--- src/rtl/cic_interpolator_variable_ahb.sv ---
// Variable-ratio CIC interpolator: N combs at the input rate, zero-stuffing by R and
// N integrators at the output rate. Ratio, shift and enable sit behind an AHB-Lite slave.
module cic_interpolator_variable_ahb #(
  parameter int unsigned DW   = 16,
  parameter int unsigned N    = 3,
  parameter int unsigned RMAX = 64,
  parameter int unsigned GW   = DW + N * $clog2(RMAX)
) (
  input  logic                 clk,
  input  logic                 reset,
  input  logic                 ce,
  input  logic signed [DW-1:0] tdata_s,
  input  logic                 tvalid_s,
  output logic                 tready_s,
  output logic signed [DW-1:0] tdata_m,
  output logic                 tvalid_m,
  input  logic                 tready_m,
  input  logic [31:0]          haddr_s,
  input  logic [2:0]           hburst_s,
  input  logic [2:0]           hsize_s,
  input  logic [1:0]           htrans_s,
  input  logic [31:0]          hwdata_s,
  input  logic                 hwrite_s,
  output logic [31:0]          hrdata_s,
  output logic                 hreadyout_s,
  output logic                 hresp_s,
  input  logic                 hsel_s
);

  localparam logic [1:0] AddrCtrl   = 2'd0;
  localparam logic [1:0] AddrRatio  = 2'd1;
  localparam logic [1:0] AddrShift  = 2'd2;
  localparam logic [1:0] AddrStatus = 2'd3;
  localparam logic [7:0] RmaxVal    = 8'(RMAX);

  localparam logic signed [GW-1:0] SatMax = {{(GW-DW+1){1'b0}}, {(DW-1){1'b1}}};
  localparam logic signed [GW-1:0] SatMin = {{(GW-DW+1){1'b1}}, {(DW-1){1'b0}}};

  // Control registers and AHB pipeline
  logic       enable_q;
  logic [7:0] ratio_q;
  logic [5:0] shift_q;
  logic       ahb_wr_q;
  logic       ahb_rd_q;
  logic [1:0] ahb_addr_q;
  logic [7:0] ratio_wr;
  logic       clr;

  // Datapath state
  logic signed [GW-1:0] comb_prev_q [N];
  logic signed [GW-1:0] comb_y      [N];
  logic signed [GW-1:0] comb_out_q;
  logic signed [GW-1:0] integ_q     [N];
  logic signed [GW-1:0] integ_d     [N];
  logic signed [GW-1:0] integ_in;
  logic signed [GW-1:0] integ_shr;
  logic signed [GW-1:0] x_ext;
  logic [7:0]           phase_q;
  logic [7:0]           r_act_q;
  logic                 pend_q;
  logic                 tvalid_q;
  logic signed [DW-1:0] tdata_q;
  logic signed [DW-1:0] sat_val;
  logic                 last_phase;
  logic                 step;
  logic                 accept;

  logic unused_ahb;
  assign unused_ahb = ^{hburst_s, hsize_s, haddr_s[31:4], haddr_s[1:0], htrans_s[0],
                        hwdata_s[31:8]};

  assign hreadyout_s = 1'b1;
  assign hresp_s     = 1'b0;
  assign tvalid_m    = tvalid_q;
  assign tdata_m     = tdata_q;

  always_comb begin
    ratio_wr = hwdata_s[7:0];
    if (hwdata_s[7:0] == 8'd0) begin
      ratio_wr = 8'd1;
    end else if (hwdata_s[7:0] > RmaxVal) begin
      ratio_wr = RmaxVal;
    end
  end

  // Clear is a write-only pulse that acts on the same edge the write lands.
  assign clr = ahb_wr_q & (ahb_addr_q == AddrCtrl) & hwdata_s[1];

  always_ff @(posedge clk) begin
    if (reset) begin
      enable_q   <= 1'b0;
      ratio_q    <= 8'd1;
      shift_q    <= 6'd0;
      ahb_wr_q   <= 1'b0;
      ahb_rd_q   <= 1'b0;
      ahb_addr_q <= 2'd0;
    end else begin
      ahb_wr_q <= hsel_s & htrans_s[1] & hwrite_s;
      ahb_rd_q <= hsel_s & htrans_s[1] & ~hwrite_s;
      if (hsel_s & htrans_s[1]) begin
        ahb_addr_q <= haddr_s[3:2];
      end
      if (ahb_wr_q) begin
        case (ahb_addr_q)
          AddrCtrl:  enable_q <= hwdata_s[0];
          AddrRatio: ratio_q  <= ratio_wr;
          AddrShift: shift_q  <= hwdata_s[5:0];
          default:   ;
        endcase
      end
    end
  end

  always_comb begin
    hrdata_s = 32'd0;
    if (ahb_rd_q) begin
      case (ahb_addr_q)
        AddrCtrl:   hrdata_s[0]    = enable_q;
        AddrRatio:  hrdata_s[7:0]  = ratio_q;
        AddrShift:  hrdata_s[5:0]  = shift_q;
        AddrStatus: begin
          hrdata_s[0]    = pend_q;
          hrdata_s[15:8] = phase_q;
        end
        default:    hrdata_s = 32'd0;
      endcase
    end
  end

  // Handshake: a new sample may enter when idle or on the final phase of the current one.
  assign last_phase = (phase_q == r_act_q - 8'd1);
  assign step       = ce & pend_q & (~tvalid_q | tready_m);
  assign tready_s   = enable_q & ce & ~clr & (~pend_q | (step & last_phase));
  assign accept     = tvalid_s & tready_s;

  assign x_ext = {{(GW-DW){tdata_s[DW-1]}}, tdata_s};

  always_comb begin
    comb_y[0] = x_ext - comb_prev_q[0];
    for (int unsigned k = 1; k < N; k++) begin
      comb_y[k] = comb_y[k-1] - comb_prev_q[k];
    end
  end

  // Integrators cascade within one step so the output reflects this phase's input.
  always_comb begin
    integ_in   = (phase_q == 8'd0) ? comb_out_q : '0;
    integ_d[0] = integ_q[0] + integ_in;
    for (int unsigned k = 1; k < N; k++) begin
      integ_d[k] = integ_q[k] + integ_d[k-1];
    end
    integ_shr = integ_d[N-1] >>> shift_q;
    if (integ_shr > SatMax) begin
      sat_val = {1'b0, {(DW-1){1'b1}}};
    end else if (integ_shr < SatMin) begin
      sat_val = {1'b1, {(DW-1){1'b0}}};
    end else begin
      sat_val = integ_shr[DW-1:0];
    end
  end

  always_ff @(posedge clk) begin
    if (reset || clr) begin
      for (int unsigned k = 0; k < N; k++) begin
        comb_prev_q[k] <= '0;
        integ_q[k]     <= '0;
      end
      comb_out_q <= '0;
      phase_q    <= 8'd0;
      r_act_q    <= 8'd1;
      pend_q     <= 1'b0;
      tvalid_q   <= 1'b0;
      tdata_q    <= '0;
    end else if (ce) begin
      if (accept) begin
        comb_prev_q[0] <= x_ext;
        for (int unsigned k = 1; k < N; k++) begin
          comb_prev_q[k] <= comb_y[k-1];
        end
        comb_out_q <= comb_y[N-1];
        r_act_q    <= ratio_q;
      end
      if (step) begin
        for (int unsigned k = 0; k < N; k++) begin
          integ_q[k] <= integ_d[k];
        end
        phase_q  <= last_phase ? 8'd0 : phase_q + 8'd1;
        tvalid_q <= 1'b1;
        tdata_q  <= sat_val;
      end else if (tready_m) begin
        tvalid_q <= 1'b0;
      end
      if (accept) begin
        pend_q <= 1'b1;
      end else if (step && last_phase) begin
        pend_q <= 1'b0;
      end
    end
  end

endmodule

--- config.mk ---
export PLATFORM = sky130hd
export DESIGN_NAME = cic_interpolator_variable_ahb
export DESIGN_NICKNAME = d
export VERILOG_FILES = /design/src/rtl/cic_interpolator_variable_ahb.sv
export SDC_FILE = /design/constraint.sdc
export NUM_CORES = 1
export LEC_CHECK = 0
export CORE_MARGIN = 2
export CORE_UTILIZATION = 45
export CTS_BUF_LIST = sky130_fd_sc_hd__clkbuf_16
export CTS_CLUSTER_SIZE = 20
export DETAILED_ROUTE_END_ITERATION = 8
export PLACE_DENSITY_LB_ADDON = 0.25
export SLEW_MARGIN = 25
export SYNTH_ARGS = -nofsm -noshare
export SYNTH_HDL_FRONTEND = slang
export SYNTH_SLANG_ARGS = --single-unit
--- constraint.sdc ---
create_clock -name clk -period 8.8 [get_ports clk]
set_input_delay 1.32 -clock clk [delete_from_list [all_inputs] [get_ports clk]]
set_output_delay 1.32 -clock clk [all_outputs]
set_load 0.02 [all_outputs]
==> flow_summary_export.csv <==
group,metric,value,unit
power_and_ir_drop,clkPwrFrac,24.8,%
clocking,cts_buffers,35,
yosys,synth-seq-cells,273,
global_route,grt-ovfl-total,0,
power_and_ir_drop,power.share.switching,36.40,%
timing,worst_pin_slew,0.9791,ns
timing,hold_ws,0.4466,ns
clocking,htree_levels,2,
power_and_ir_drop,internal_power,3.376,mW
layout,fin_nets,3304,
layout,area_growth,27.13,%
clocking,cts_tree,"done",
critical_path,arrival,9.74,ns
timing,fmax,0.1075,GHz
place,pre_cts_ws,-1.357,ns
floorplan,core,0.05007,mm²
global_route,grt_max_degree,88,
layout,finalCoreUtilization,57.95,%
floorplan,io-pin-count,147,
timing,finalHoldViolCount,0,
yosys,synth_top_area_share,24.47,%
detailed_routing,drt_wl_total,62130,µm
clocking,clkSinkCount,273,
floorplan,die_h,229.2,µm
critical_path,required,9.23,ns
global_route,grt_pass1_wl,101500,µm
power_and_ir_drop,p_sw,1.932,mW
timing,relSlewSlack,34.73,%
power_and_ir_drop,ir_drop,0.0001328,V
critical_path,endpoint_kind,"flip-flop",
yosys,synth_top_cell_by_area,"edfxtp_1",
clocking,clock_latency,0.56,ns
power_and_ir_drop,p_comb_share,48.4,%
yosys,yosys_warnings,0,
global_route,grtUsageTotal,23.06,%
timing,setup_ws,-0.5047,ns
timing,min_period,9.305,ns
critical_path,max_stage_delay,0.52,ns
yosys,synth_edf_count,186,
place,hpwl,45050,µm
timing,rsz0062_at_grt,"yes",
layout,multi_input_area,0.01528,mm²
clocking,cts_root_buf,"clkbuf_16",
power_and_ir_drop,pwr-share-seq,26.8,%
critical_path,timing.rr.start,"phase_q[1]",
global_route,first_global_vias,20560,
yosys,syn_inst,2595,
timing,final-setup-viol-count,15,
power_and_ir_drop,finalPower,5.308,mW
timing,period_share,105.7,%
critical_path,worst_path_max_delay_cell,"mux4_2",
place,numPortBuffers,67,
floorplan,num_rows,82,
floorplan,die_w,229.2,µm
layout,drive_gt1_share,23.17,%
timing,clock_skew,0.03191,ns
yosys,synth_area,0.02282,mm²
worst_hold_path,min_path_cells,2,
worst_hold_path,hold_path_class,"reg -> reg",
timing,slew_viol_final,0,
critical_path,r2r_cells,49,
layout,register_area,0.007330,mm²
yosys,ys_async_sr_fraction,0,%
critical_path,worst_setup_path_start_kind,"flip-flop",
clocking,cts_buffer_depth,3,
yosys,synth_seq_area_share,32.10,%
layout,antenna_cells,0,
power_and_ir_drop,power.density,183.0,mW/mm²
detailed_routing,vias,20690,
critical_path,criticalPathCategory,"reg -> reg",
detailed_routing,drc,0,
floorplan,start_util,45.58,%
yosys,synthDistinctLibCells,120,
flow_run,drv_cap,0,
detailed_routing,first_iter_violations,1228,
layout,fillCellCount,4456,
worst_hold_path,hp-start,"comb_out_q[13]",
global_route,antenna_found_initial,0,
detailed_routing,vias_per_cell,5.576,
yosys,syn_area_per_cell,8.795,µm²
power_and_ir_drop,p_leak,12.96,nW
critical_path,r2r-end,"tdata_m[3]",
floorplan,dieArea,0.05253,mm²
status,outcome,"finished, violations left",
place,gp_congestion,0.8991,
clocking,clk_pin_slew,0.06,ns
detailed_routing,first_pass_iters,5,
critical_path,r2r_slack,-0.50,ns
detailed_routing,detail-route-antenna-nets,0,
yosys,synthTopCellsByArea,"edfxtp_1 24%, ha_1 10%, dfxtp_1 7.6%",
yosys,ys.flop_type,"edfxtp_1",
critical_path,crit_fanout,7,
detailed_routing,wl_per_cell,16.74,µm
worst_hold_path,worstHoldEndpoint,"comb_out_q[13]",
status,violations,"setup timing",
==> power groups by stage <==
| stage | registers [mW] | clock network [mW] | logic [mW] |
|---|---|---|---|
| floorplan | 1.45 | 0 | 1.50 |
| global placement | 1.45 | 0 | 2.26 |
| detailed placement | 1.45 | 0 | 2.31 |
| CTS | 1.42 | 1.35 | 2.46 |
| global route | 1.43 | 1.40 | 2.81 |
| finish | 1.42 | 1.32 | 2.57 |
==> cell usage in the layout, fill, tap and decap left out, types with 12 or more instances in the layout <==
| cell | count |
|---|---|
| a22oi_1 | 13 |
| o221a_1 | 14 |
| o21ai_0 | 109 |
| and3_1 | 126 |
| a21oi_2 | 23 |
| a21o_1 | 64 |
| nor2b_1 | 35 |
| inv_1 | 165 |
| nand2b_1 | 24 |
| o21ai_1 | 19 |
| mux4_2 | 12 |
| ha_1 | 176 |
| nand3_1 | 61 |
| o21a_1 | 15 |
| o211ai_1 | 14 |
| buf_4 | 409 |
| nand4_1 | 17 |
| o31ai_1 | 17 |
| nor2_1 | 238 |
| clkbuf_16 | 36 |
| a211oi_1 | 20 |
| and2_1 | 85 |
| clkdlybuf4s50_1 | 66 |
| or3_1 | 14 |
| mux2i_1 | 36 |
| nand2_1 | 200 |
| conb_1 | 18 |
| nor3_1 | 36 |
| dfxtp_1 | 85 |
| a21oi_1 | 171 |
| a31oi_1 | 15 |
| xor2_1 | 54 |
| o21bai_1 | 30 |
| edfxtp_1 | 186 |
| buf_6 | 14 |
| xnor2_1 | 105 |
==> worst max-delay path by stage <==
| stage | cells after the start | start | slack [ns] | endpoint |
|---|---|---|---|---|
| after floorplan | 47 | phase_q[1] | 0.004 | tdata_m[12] |
| after global placement | 43 | tdata_s[0] | -1.24 | comb_out_q[33] |
| after detailed placement | 43 | tdata_s[0] | -1.36 | comb_out_q[33] |
| after CTS | 47 | phase_q[1] | -0.41 | tdata_m[1] |
| after global routing | 51 | phase_q[1] | -0.96 | tdata_m[5] |
| final | 49 | phase_q[1] | -0.50 | tdata_m[3] |
==> stage by stage <==
step	cell area (µm²)	instances	setup TNS [ns]
finish	29010	3711	-6.914
global route	29010	3711	-13.99
CTS	28510	3695	-6.176
detailed placement	26590	3587	-16.01
global placement	26590	3587	-14.28
floorplan	23000	2611	0
==> critical path, delay by kind of cell (launching register included) <==
family,cells,cell delay [ns]
mux,3,0.89
buf+inv,7,1.02
fa+ha+maj,5,1.04
flops,1,0.33
simple gates,10,1.95
xor+xnor,2,0.25
compound gates,22,3.70
==> kinds of logic (layout without fill, tap and decap cells) <==
family | Yosys count | after routing | synth area share, %
simple gates | 924 | 926 | 20.38
compound gates | 682 | 682 | 20.33
buf+inv | 286 | 712 | 5.712
flops | 273 | 273 | 32.10
fa+ha+maj | 197 | 197 | 11.06
xor+xnor | 173 | 173 | 6.984
mux | 58 | 58 | 3.388
other cells | 2 | 18 | 0.03291
==> what timing repair did <==
item	4_1_cts	5_1_grt
cloned	3	0
pin swaps	94	124
hold buffers	0	0
setup endpoints to repair	20	22
gates resized for setup	106	84
buffers inserted	43	20
==> synth_stat cells, drive strengths merged, types with 36 or more instances <==
library cell and count:
nor2 243, nand2 203, a21oi 201, ha 189, edfxtp 186, inv 156, o21ai 139, and3 132
xnor2 115, and2 91, dfxtp 87, clkbuf 82, a21o 66, nand3 66, xor2 56, buf 48
nor3 45, mux2i 39, nor2b 36
==> state kept, by name (all words and copies together), names as in the netlist <==
signal	flops
tvalid_m	1
ahb_addr_q	2
ahb_wr_q	1
tdata_m	16
r_act_q	8
phase_q	8
comb_prev_q	84
shift_q	6
enable_q	1
ahb_rd_q	1
integ_q	102
ratio_q	8
pend_q	1
comb_out_q	34
==> area by class of cell <==
type                            instances  share of cell area (%)
Multi-Input combinational cell       2054                   52.67
Sequential cell                       273                   25.26
Timing Repair Buffer                  492                   13.58
Clock buffer                           36                   3.105
Tap cell                              672                   2.898
Inverter                              156                   2.031
Clock inverter                         28                  0.4485
==> per-layer routing <==
layer / wire length, µm / vias up / GRT usage (%)
li1: - / 10260 / -
met1: 28400 / 9886 / 30.83
met2: 29450 / 436 / 39.00
met3: 2611 / 113 / 2.976
met4: 1668 / 0 / 6.696
met5: 0 / - / 0
No activity file was read; power rests on OpenSTA's default activity.
